**src/rtl/emergency_pkg.sv**
```systemverilog
// Shared types and helpers for the emergency-vehicle preemption controller.
package emergency_pkg;

  typedef enum logic [1:0] {IDLE, CLEAR, SERVE, RECOVER} state_t;

  localparam int DEF_CLEAR_TIME = 2;
  localparam int DEF_HOLD_TIME  = 5;
  localparam int DEF_MAX_HOLD   = 20;
  localparam int MASK_W         = 64;

  // All lanes of one direction; callers size-cast down to their lane count.
  function automatic logic [MASK_W-1:0] lane_mask(input int dir, input int lanes_per_dir);
    logic [MASK_W-1:0] ones;
    ones = (MASK_W'(1) << lanes_per_dir) - MASK_W'(1);
    return ones << (dir * lanes_per_dir);
  endfunction

endpackage

```
**src/rtl/emergency_preempt_rr_arbiter.sv**
```systemverilog
// Round-robin arbiter: first request at or after ptr, wrapping. Purely combinational.
module emergency_preempt_rr_arbiter #(
  parameter int NUM_DIR = 4,
  parameter int DIR_W   = 2
) (
  input  logic [NUM_DIR-1:0] req,
  input  logic [DIR_W-1:0]   ptr,
  output logic [NUM_DIR-1:0] gnt,
  output logic [DIR_W-1:0]   gnt_idx,
  output logic               gnt_vld
);

  always_comb begin
    gnt_idx = '0;
    gnt_vld = 1'b0;
    for (int i = 0; i < NUM_DIR; i++) begin
      if (!gnt_vld && req[(int'(ptr) + i) % NUM_DIR]) begin
        gnt_vld = 1'b1;
        gnt_idx = DIR_W'((int'(ptr) + i) % NUM_DIR);
      end
    end
    gnt = gnt_vld ? (NUM_DIR'(1) << gnt_idx) : '0;
  end

endmodule

```
**src/rtl/emergency_preempt.sv**
```systemverilog
// Emergency preemption controller: latches lane requests, arbitrates directions
// round-robin, and runs clearance -> timed green hold -> recovery.
module emergency_preempt
  import emergency_pkg::*;
#(
  parameter int NUM_DIR       = 4,
  parameter int LANES_PER_DIR = 2,
  parameter int TIME_W        = 7,
  parameter int CLEAR_TIME    = DEF_CLEAR_TIME,
  parameter int HOLD_TIME     = DEF_HOLD_TIME,
  parameter int MAX_HOLD      = DEF_MAX_HOLD,
  localparam int NUM_LANES    = NUM_DIR * LANES_PER_DIR,
  localparam int DIR_W        = (NUM_DIR > 1) ? $clog2(NUM_DIR) : 1
) (
  input  logic                 clk,
  input  logic                 rst,
  input  logic [NUM_LANES-1:0] emergency_lane,
  output logic [NUM_LANES-1:0] lane_output,
  output logic                 all_red,
  output logic                 emergency_active,
  output logic [DIR_W-1:0]     preempt_dir,
  output logic                 load_command,
  output logic [TIME_W-1:0]    load_time,
  output logic                 normal_resume
);

  localparam logic [TIME_W-1:0] CT  = TIME_W'(CLEAR_TIME);
  localparam logic [TIME_W-1:0] HT  = TIME_W'(HOLD_TIME);
  localparam logic [TIME_W-1:0] MH  = TIME_W'(MAX_HOLD);
  localparam logic [TIME_W-1:0] ONE = TIME_W'(1);

  if (NUM_DIR < 1 || LANES_PER_DIR < 1 || NUM_LANES > MASK_W || CLEAR_TIME < 1 ||
      HOLD_TIME < 1 || MAX_HOLD < HOLD_TIME || MAX_HOLD >= 2**TIME_W ||
      CLEAR_TIME >= 2**TIME_W) begin : g_bad_params
    $error("emergency_preempt: illegal parameter set");
  end

  state_t               state;
  logic [TIME_W-1:0]    cnt, hold_cnt, tot_cnt;
  logic [NUM_DIR-1:0]   pending, dir_req, req_all, gnt, others;
  logic [DIR_W-1:0]     rr_ptr, gnt_idx, rr_next;
  logic                 gnt_vld, extend;
  logic [NUM_LANES-1:0] gnt_mask;

  for (genvar d = 0; d < NUM_DIR; d++) begin : g_dir
    assign dir_req[d] = |emergency_lane[d*LANES_PER_DIR +: LANES_PER_DIR];
  end

  // Same-cycle requests count, so a request never waits on its own latch.
  assign req_all  = pending | dir_req;
  assign others   = req_all & ~(NUM_DIR'(1) << preempt_dir);
  assign extend   = dir_req[preempt_dir] && (tot_cnt < MH);
  assign rr_next  = (gnt_idx == DIR_W'(NUM_DIR - 1)) ? '0 : gnt_idx + DIR_W'(1);
  assign gnt_mask = NUM_LANES'(lane_mask(int'(gnt_idx), LANES_PER_DIR));

  emergency_preempt_rr_arbiter #(.NUM_DIR(NUM_DIR), .DIR_W(DIR_W)) u_arb (
    .req     (req_all),
    .ptr     (rr_ptr),
    .gnt     (gnt),
    .gnt_idx (gnt_idx),
    .gnt_vld (gnt_vld)
  );

  always_ff @(posedge clk) begin
    if (rst) begin
      state            <= IDLE;
      pending          <= '0;
      rr_ptr           <= '0;
      cnt              <= '0;
      hold_cnt         <= '0;
      tot_cnt          <= '0;
      lane_output      <= '0;
      all_red          <= 1'b0;
      emergency_active <= 1'b0;
      preempt_dir      <= '0;
      load_command     <= 1'b0;
      load_time        <= '0;
      normal_resume    <= 1'b0;
    end else begin
      load_command  <= 1'b0;
      load_time     <= '0;
      normal_resume <= 1'b0;
      pending       <= req_all;
      case (state)
        IDLE: if (|req_all) begin
          state            <= CLEAR;
          cnt              <= CT;
          all_red          <= 1'b1;
          emergency_active <= 1'b1;
        end
        CLEAR: if (cnt != ONE) begin
          cnt <= cnt - ONE;
        end else if (gnt_vld) begin
          // Granted direction's latch clears even if it is still requesting.
          state        <= SERVE;
          pending      <= req_all & ~gnt;
          rr_ptr       <= rr_next;
          preempt_dir  <= gnt_idx;
          lane_output  <= gnt_mask;
          all_red      <= 1'b0;
          load_command <= 1'b1;
          load_time    <= HT;
          hold_cnt     <= HT;
          tot_cnt      <= ONE;
        end else begin
          state            <= IDLE;
          all_red          <= 1'b0;
          emergency_active <= 1'b0;
        end
        SERVE: if (hold_cnt == ONE && extend) begin
          hold_cnt <= HT;
          tot_cnt  <= tot_cnt + ONE;
        end else if (hold_cnt == ONE || tot_cnt == MH) begin
          lane_output <= '0;
          all_red     <= 1'b1;
          cnt         <= CT;
          if (|others) state <= CLEAR;
          else begin
            state         <= RECOVER;
            normal_resume <= (CT == ONE) && !(|req_all);
          end
        end else begin
          hold_cnt <= hold_cnt - ONE;
          tot_cnt  <= tot_cnt + ONE;
        end
        RECOVER: if (cnt == ONE) begin
          // Resume was committed on entry to this last cycle; otherwise re-clear.
          cnt <= CT;
          if (normal_resume) begin
            state            <= IDLE;
            all_red          <= 1'b0;
            emergency_active <= 1'b0;
          end else state <= CLEAR;
        end else begin
          cnt           <= cnt - ONE;
          normal_resume <= (cnt == TIME_W'(2)) && !(|req_all);
        end
        default: state <= IDLE;
      endcase
    end
  end

endmodule

```
**config.mk**
```make
export PLATFORM = sky130hd
export DESIGN_NAME = emergency_preempt
export DESIGN_NICKNAME = d
export VERILOG_FILES = /design/src/rtl/emergency_pkg.sv /design/src/rtl/emergency_preempt_rr_arbiter.sv /design/src/rtl/emergency_preempt.sv
export SDC_FILE = /design/constraint.sdc
export NUM_CORES = 1
export LEC_CHECK = 0
export CORE_UTILIZATION = 54
export DETAILED_ROUTE_END_ITERATION = 7
export GPL_ROUTABILITY_DRIVEN = 0
export PLACE_DENSITY = 0.79
export SETUP_SLACK_MARGIN = 0.02
export SYNTH_ARGS = -nofsm -noshare
export SYNTH_HDL_FRONTEND = slang
export SYNTH_SLANG_ARGS = --single-unit
```
**constraint.sdc**
```tcl
create_clock -name clk -period 2.79 [get_ports clk]
set_input_delay 0.558 -clock clk [delete_from_list [all_inputs] [get_ports clk]]
set_output_delay 0.558 -clock clk [all_outputs]
set_load 0.005 [all_outputs]
```
==> results by group, run 1 <==
Drt
  • WL/cell: 14.4 µm
  • Total wire length: 5000 µm
  • Drt drc: 0
  • Via-per-instance ratio: 5.80
  • DRT iter0 DRCs: 175
  • Routed Antenna Nets: 0
  • DR pass1 iterations: 4
  • Vias: 2018

Flow run
  • Maxcap violations: 0

Synthesis
  • Mapped Cells: 272
  • Yosys warns: 0
  • Most area-hungry cell type in the Yosys netlist: dfxtp_1
  • Synthesized area per cell: 8.18 µm²
  • Sequential-to-total area share from yosys stat: 35.1%
  • Number of synthesized flops with an enable pin: 0
  • Synth async-reset ratio: 0%
  • Post-synth top area share: 35.1%
  • Post-Syn Area: 0.00222 mm²
  • Netlist cell types: 53
  • #FFs+latches synth: 39
  • Synth top area cells: dfxtp_1, ha_1, nor2_1
  • Ys flop type: dfxtp_1

Setup path
  • Setup CP Type: in2reg
  • Reg2Reg Launch Point: hold_cnt[1]
  • RR Endpoint: hold_cnt[2]
  • Crit-path max FO: 8
  • Worst r2r path cells: 8
  • R2R Setup Slk: 0.46 ns
  • Critical Path Sink Type: register
  • Crit path required time: 2.99 ns
  • Critical Path Start Type: input port
  • Critical Path AT: around 2.7 ns

Pwr
  • Max IR drop VDD: between 0.3 and 0.4 mV
  • Power per Cell Area: 671 mW/mm²
  • Leakage: 0.972 nW
  • Tot Pwr: 0.00177 W

Floorplanning
  • Die X: 66.2 µm
  • Die area: 0.00438 mm²
  • Die height: between 60 and 70 µm
  • Rows: 22
  • Core box area: 0.00380 mm²
  • Boundary pin count: 31
  • Initial Util: between 50% and 60%

STA
  • Final Hold Viols: 0
  • Hold WS: 0.475 ns
  • Least-Margin Pin Slew: ~0.51 ns
  • Worst Clk Skew: 0.00855 ns
  • Max Fclk: just over 400 MHz
  • Max-slew violation count: 0
  • Fin crit share: ~90%
  • Setup violators final: 0
  • Relative slew slack: 65.9%
  • Setup TNS Final: 0 ns
  • Min Tclk post-route: 2.45 ns
  • RSZ-0062 raised after global routing: no

Global route
  • Most Crowded Layer GR: met2
  • Overall routing resource usage: 25.7%
  • Antenna violations before repair: 0
  • Met2 Track Usage GR: 40.6%
  • GR Util met3: 4.14%
  • Grt ovf: 0
  • Largest net degree at the start of global routing: 19
  • First-pass GRT wire length: between 8000 and 9000 µm
  • Vias in the first global route: 1908
  • Grt met1 use: 34.8%

Min path
  • Hold endpoint: tot_cnt[1]
  • Hold Startpoint: tot_cnt[1]
  • Min-Delay Path Class: reg2reg
  • Worst Hold Path Cells: 2

Clock network
  • CTS buffer count: 5
  • Clock root cell: clkbuf_8
  • Hold-fix buffers, CTS: 0
  • H-Tree Depth: 2
  • Clock slew at reported path FFs: 0.07 ns
  • Post-CTS Setup Inserts: 0
  • CTS resizes: 0
  • CTS sink count: 39
  • Max Root-Sink Buffers: 2
  • Clk Latency, worst-skew pair: about 0.29 ns
  • CTS tree: built

Finish
  • Area grow syn2layout: 18.3%
  • Nets@finish: 320
  • Antenna Cells: 0
  • Most common cell after layout, fill and taps aside: dfxtp_1
  • Most frequent cells in the layout: dfxtp_1, nor2_1, clkdlybuf4s50_1
  • Layout fillers: 312
  • Ratio of cells with drive above 1 in the final layout: 10.3%

Run status
  • Status: completed

Placement
  • Placed wire-length estimate: about 3600 µm
  • Port Buffer Count: 25
synthesized netlist by cell type (2+ instances only):
master and n:
a221oi_1 2, nand4_1 5, o2bb2ai_1 2, nand2_1 19, a211oi_1 11, nor3_1 13, a311oi_1 5, ha_1 11
nor2_1 35, nand3_1 5, or3_1 9, o31ai_1 2, buf_2 2, a22oi_1 6, a21oi_1 20, dfxtp_1 39
inv_1 15, nor4_1 2, xnor2_1 2, nor3_2 2, clkbuf_1 5, a31oi_1 3, o21ai_0 8, o21a_1 4
and2_1 4, buf_4 11, nand2b_1 4
kinds of logic after synthesis:
group	count (synthesis)	synth area share, %
AND/OR/NAND/NOR	107	24.4
AO/OA/AOI/OAI	74	23.2
flip-flops	39	35.1
buffers and inverters	35	8.21
adder cells (fa/ha/maj)	11	6.19
multiplexers	3	1.97
XOR/XNOR	2	0.788
other	1	0.169
power by group:
part,internal [W],switching [W]
Combinational,0.000252,0.000312
Clock,0.000289,0.000195
Sequential,0.000627,0.0000923
stage by stage:
step	setup slack, ns	std cells	instance area (µm²)	util, %
floorplan	0.645	276	2240	-
global route	0.140	348	2630	69.3
finish	0.340	348	2630	69.3
global placement	0.142	340	2510	66.2
CTS	0.338	348	2630	69.3
detailed placement	0.0951	340	2510	66.2
how the worst max path moves through the flow:
stage,startpoint,end,cells after the start
2_1_floorplan,emergency_lane[5],lane_output[1],8
3_3_place_gp,emergency_lane[1],hold_cnt[2],7
3_5_place_dp,emergency_lane[1],hold_cnt[2],7
4_1_cts,emergency_lane[1],hold_cnt[2],7
5_1_grt,hold_cnt[0],hold_cnt[2],7
6_report,emergency_lane[1],hold_cnt[2],7
critical path, stage by stage:
cell and delay [ns]:
clkdlybuf4s50_1 0.50, nor2_1 0.06, mux4_2 0.55, o22ai_4 0.24, a21o_1 0.35, a21oi_1 0.13
a311oi_1 0.26
layer usage:
| layer | vias to the layer above | part of all wire (%) |
|---|---|---|
| met5 | - | 0 |
| met4 | 0 | 1.7 |
| met3 | 9 | 3.0 |
| met2 | 42 | 48 |
| met1 | 935 | 47 |
| li1 | 1032 | - |
flip-flops by register name, indices dropped and copies added, names as in the netlist:
signal / cells
all_red: 1
cnt: 7
emergency_active: 1
hold_cnt: 7
lane_output: 4
load_time: 1
normal_resume: 1
pending: 4
preempt_dir: 2
rr_ptr: 2
state: 2
tot_cnt: 7
final cells by class:
class	count	area (µm²)	area share [%]
multi-input combinational	202	1280	48.5
sequential	39	781	29.7
timing repair buffer	35	338	12.8
clock buffer	6	82.6	3.14
inverter	16	60.1	2.28
tap	48	60.1	2.28
clock inverter	2	35.0	1.33
No activity file was read; power rests on OpenSTA's default activity.
==> run 2: changes to the inputs <==
--- a/config.mk
+++ b/config.mk
@@ -8,7 +8,9 @@
 export CORE_UTILIZATION = 54
 export DETAILED_ROUTE_END_ITERATION = 7
 export GPL_ROUTABILITY_DRIVEN = 0
+export MAX_ROUTING_LAYER = met4
 export PLACE_DENSITY = 0.79
+export REMOVE_ABC_BUFFERS = 1
 export SETUP_SLACK_MARGIN = 0.02
 export SYNTH_ARGS = -nofsm -noshare
 export SYNTH_HDL_FRONTEND = slang
==> run 2 against run 1 <==
  * Total power fell by 5.7%
  * Final area fell by 1.3%
  * Sequential share of layout area rose by 0.40 points
  * Sequential power barely moved
  * Critical endpoint is now pending[2]
  * Largest cell class unchanged
  * Largest power group unchanged
==> results by group, run 2 (same netlist as run 1, synthesis figures left out) <==
Drt
  • Vias: 2069
  • Total wire length: 5020 µm
  • Drt drc: 0
  • Via-per-instance ratio: 5.95
  • Routed Antenna Nets: 0
  • DRT iter0 DRCs: 317
  • WL/cell: 14.4 µm
  • DR pass1 iterations: 4

Setup path
  • Worst path max stage delay: around 0.48 ns
  • Crit path required time: around 3.0 ns
  • Setup CP Type: in2reg
  • Critical Path Sink Type: register
  • Crit-path max FO: 3
  • Crit-path slowest cell: nor4_1
  • Critical Path AT: 2.69 ns
  • Critical Path Start Type: input port
  • Critical path cell sequence: clkdlybuf4s50_1 > or3_1 > nand2_1 > nor2_1 > nor4_1 > inv_1 > ha_1 > a211oi_1

Clock network
  • Max Root-Sink Buffers: 2
  • H-Tree Depth: 2
  • CTS buffer count: 5
  • CTS sink count: 39
  • Clock slew at reported path FFs: around 0.08 ns
  • Clk Latency, worst-skew pair: 0.29 ns
  • Hold-fix buffers, CTS: 0
  • CTS tree: built
  • Post-CTS Setup Inserts: 0
  • Clock root cell: clkbuf_8
  • CTS resizes: 0

STA
  • Least-Margin Pin Slew: 0.612 ns
  • Fin crit share: 89.7%
  • RSZ-0062 raised after global routing: no
  • Max Fclk: 399 MHz
  • Setup violators final: 0
  • Relative slew slack: 58.9%
  • Max-slew violation count: 0
  • Final Hold Viols: 0
  • Worst Clk Skew: slightly below 0.007 ns
  • Setup TNS Final: 0 ns
  • Min Tclk post-route: about 2.5 ns

Global route
  • Overall routing resource usage: 25.9%
  • Antenna violations before repair: 0
  • First-pass GRT wire length: 8510 µm
  • Grt ovf: 0
  • Vias in the first global route: 1963
  • Largest net degree at the start of global routing: 15

Finish
  • Ratio of cells with drive above 1 in the final layout: around a tenth
  • Top flop regs: cnt (7), hold_cnt (7), tot_cnt (7)
  • Final Instance Count excl. Fillers: 348
  • Most common cell after layout, fill and taps aside: dfxtp_1
  • Area grow syn2layout: 16.8%
  • Nets@finish: 321
  • Final Instance Area: 0.00260 mm²
  • Layout fillers: 340
  • Most frequent cells in the layout: dfxtp_1, nor2_1, clkdlybuf4s50_1
  • Antenna Cells: 0
  • Final Core Density: 68.4%

Flow run
  • Maxcap violations: 0

Pwr
  • Leakage: 0.960 nW
  • Max IR drop VDD: 0.393 mV
  • Power per Cell Area: 641 mW/mm²

Floorplanning
  • Core box area: 0.00380 mm²
  • Die X: around 66 µm
  • Initial Util: 58.6%
  • Die height: 66.2 µm
  • Rows: 22
  • Die area: 0.00438 mm²
  • Boundary pin count: 31

Placement
  • Placed wire-length estimate: about 3800 µm
  • Placed instance area: 0.00251 mm²
  • Port Buffer Count: 25
  • Placed cells: about 340

Run status
  • Status: completed

Min path
  • Min-Delay Path Class: reg2reg
==> run 2: layout make-up <==
class,instances,area (µm²),area share [%]
multi-input cells,202,1280,49.1
flip-flops and latches,39,781,30.1
repair buffers,36,333,12.8
clock buffers,6,82.6,3.18
inverters,16,60.1,2.31
well taps,48,60.1,2.31
clock inverters,1,5.00,0.193
==> run 2: through the flow <==
stage / setup WS [ns] / power, W / hold WS [ns]
after floorplan: 0.627 / 0.00111 / 0.444
after global placement: 0.0755 / 0.00126 / 0.455
after detailed placement: 0.00946 / 0.00128 / 0.457
after CTS: 0.289 / 0.00167 / 0.474
after global routing: 0.0766 / 0.00177 / 0.493
final: 0.287 / 0.00167 / 0.472
==> run 2: path summary, 6_finish.rpt <==
check,to,slack [ns],start,depth (start not counted)
min,all_red,0.47,all_red,1
max,pending[2],0.29,emergency_lane[1],8
min reg2reg,all_red,0.47,all_red,1
max reg2reg,hold_cnt[2],0.34,hold_cnt[0],7
==> run 2: routing by layer <==
metal	vias up	global-route usage [%]	part of all wire, %
met5	-	-	0
met4	0	7.71	1.4
met3	9	4.83	4.4
met2	60	44.1	49
met1	971	30.9	45
li1	1029	-	-
==> run 2: where the power goes <==
group	internal [W]	switching (W)	leakage, nW	total (W)
combinational	0.000250	0.000309	0.595	0.000560
sequential	0.000627	0.0000935	0.319	0.000720
clock	0.000194	0.000192	0.0470	0.000386
total	0.00107	0.000595	0.960	0.00167
==> run 2: critical path: cells and delay by family <==
kind            cells  cell delay, ns
compound gates      1            0.28
buf+inv             2            0.57
simple gates        4            1.02
fa+ha+maj           1            0.26
==> run 3: changes to the inputs <==
--- a/config.mk
+++ b/config.mk
@@ -5,6 +5,7 @@
 export SDC_FILE = /design/constraint.sdc
 export NUM_CORES = 1
 export LEC_CHECK = 0
+export CAP_MARGIN = 20
 export CORE_UTILIZATION = 54
 export DETAILED_ROUTE_END_ITERATION = 7
 export GPL_ROUTABILITY_DRIVEN = 0
==> constraint.sdc (replaced) <==
create_clock -name clk -period 2.79 [get_ports clk]
set_input_delay 0.279 -clock clk [delete_from_list [all_inputs] [get_ports clk]]
set_output_delay 0.279 -clock clk [all_outputs]
set_load 0.005 [all_outputs]
==> run 3 against run 2 <==
  * Non-clock buffer count shrank 2
  * Worst setup slack gained 0.14 ns
  * Core utilization grew 0.40 points
  * Global-route usage shrank 0.42 points
  * Maximum frequency grew 5.7%
  * Via count shrank 2.3%
  * Clock power grew 26%
  * Largest power group unchanged
==> results by group, run 3 (same netlist as run 1, synthesis figures left out) <==
Setup path
  • Crit path required time: 3.03 ns
  • Critical Path AT: 2.61 ns
  • Critical path cell sequence: ha_1 > nor4b_1 > nand4_1 > o22ai_4 > and2_1 > o21bai_1 > o21ba_2
  • Reg2Reg Launch Point: hold_cnt[0]
  • CP startpoint: hold_cnt[0]
  • Critical Path Start Type: register
  • Crit-path max FO: 6
  • Crit-path slowest cell: dfxtp_1
  • Critical Path Sink Type: register
  • Worst path max stage delay: 0.43 ns
  • Setup CP Type: reg2reg

Drt
  • Vias: 2022
  • Routed Antenna Nets: 0
  • DRT iter0 DRCs: 155
  • WL/cell: 13.8 µm
  • Total wire length: 4790 µm
  • Via-per-instance ratio: 5.83
  • Drt drc: 0
  • DR pass1 iterations: 4

Finish
  • Top flop regs: cnt (7), hold_cnt (7), tot_cnt (7)
  • Ratio of cells with drive above 1 in the final layout: between 10% and 20%
  • Nets@finish: approximately 320
  • Multi-input gate area: 0.00128 mm²
  • Antenna Cells: 0
  • Most common cell after layout, fill and taps aside: dfxtp_1
  • Area grow syn2layout: 17.4%
  • Register Area: approximately 780 µm²
  • Most frequent cells in the layout: dfxtp_1, nor2_1, clkdlybuf4s50_1
  • Layout fillers: 325

STA
  • RSZ-0062 raised after global routing: no
  • Setup slack after layout: 0.422 ns
  • Worst Clk Skew: approximately 0.0036 ns
  • Hold WS: 0.471 ns
  • Relative slew slack: between 50 and 60%
  • Setup TNS Final: 0 ns
  • Final Hold Viols: 0
  • Setup violators final: 0
  • Max Fclk: 422 MHz
  • Min Tclk post-route: 2.37 ns
  • Fin crit share: a little over four fifths
  • Max-slew violation count: 0
  • Least-Margin Pin Slew: 0.638 ns

Floorplanning
  • Die area: 0.00438 mm²
  • Initial Util: just under 60%
  • Rows: 22
  • Die X: about 66 µm
  • Die height: 66.2 µm
  • Core box area: 0.00380 mm²
  • Boundary pin count: 31

Run status
  • Status: completed

Clock network
  • H-Tree Depth: 2
  • Clock root cell: clkbuf_8
  • CTS tree: built
  • CTS buffer count: 5
  • CTS resizes: 0
  • CTS sink count: 39
  • Hold-fix buffers, CTS: 0
  • Clock slew at reported path FFs: 0.08 ns
  • Max Root-Sink Buffers: 2
  • Post-CTS Setup Inserts: 0
  • Clk Latency, worst-skew pair: 0.29 ns

Global route
  • Largest net degree at the start of global routing: 18
  • First-pass GRT wire length: 8340 µm
  • Grt ovf: 0
  • Vias in the first global route: 1841
  • Antenna violations before repair: 0
  • Overall routing resource usage: 25.5%

Placement
  • Placed wire-length estimate: 3600 µm
  • Post-Place Worst Slack: approximately 0.41 ns
  • Port Buffer Count: 25

Pwr
  • Power per Cell Area: slightly below 700 mW/mm²
  • Max IR drop VDD: 0.363 mV
  • Leakage: 0.964 nW

Flow run
  • Maxcap violations: 0

Min path
  • Min-Delay Path Class: reg2reg
  • Hold Startpoint: tot_cnt[1]
[run 3: changes by cell type in the layout (fill, tap and decap cells not counted), sizes merged]
cell / delta
buf: -2
bufinv: +1
[run 3: power breakdown]
group	internal, W	leakage, nW	switching, W
registers	0.000627	0.319	0.0000921
clock network	0.000289	0.0612	0.000199
logic	0.000245	0.584	0.000304
total	0.00116	0.964	0.000596
[run 3: stage by stage]
step	std cells	util [%]	total power (W)	cell area [µm²]
after global routing	347	68.8	0.00187	2610
final	347	68.8	0.00176	2610
after floorplan	257	-	0.00111	2120
after global placement	339	65.7	0.00126	2490
after CTS	347	68.8	0.00176	2610
after detailed placement	339	65.7	0.00127	2490
[run 3: final timing paths]
path	to	slack [ns]	cells past startpoint
hold / removal	tot_cnt[1]	0.47	2
hold reg to reg	tot_cnt[1]	0.47	2
setup reg to reg	cnt[6]	0.42	7
setup / recovery	cnt[6]	0.42	7
[run 3: critical path, delay by kind of cell (launching register included)]
family                   cells  cell delay, ns
adder cells (fa/ha/maj)      1            0.19
AO/OA/AOI/OAI                3            0.75
AND/OR/NAND/NOR              3            0.94
flip-flops                   1            0.43
[run 3: routing by layer]
layer,vias to the layer above,GRT usage [%],part of all wire (%)
met3,7,5.34,5.8
met1,915,32.8,47
met5,-,-,0
met2,70,39.7,46
li1,1030,-,-
met4,0,8.24,1.4
[run 3: final cells by class]
type | count | share of cell area (%)
multi-input combinational | 202 | 48.9
sequential | 39 | 29.9
timing repair buffer | 34 | 12.2
clock buffer | 6 | 3.16
inverter | 16 | 2.30
tap | 48 | 2.30
clock inverter | 2 | 1.34
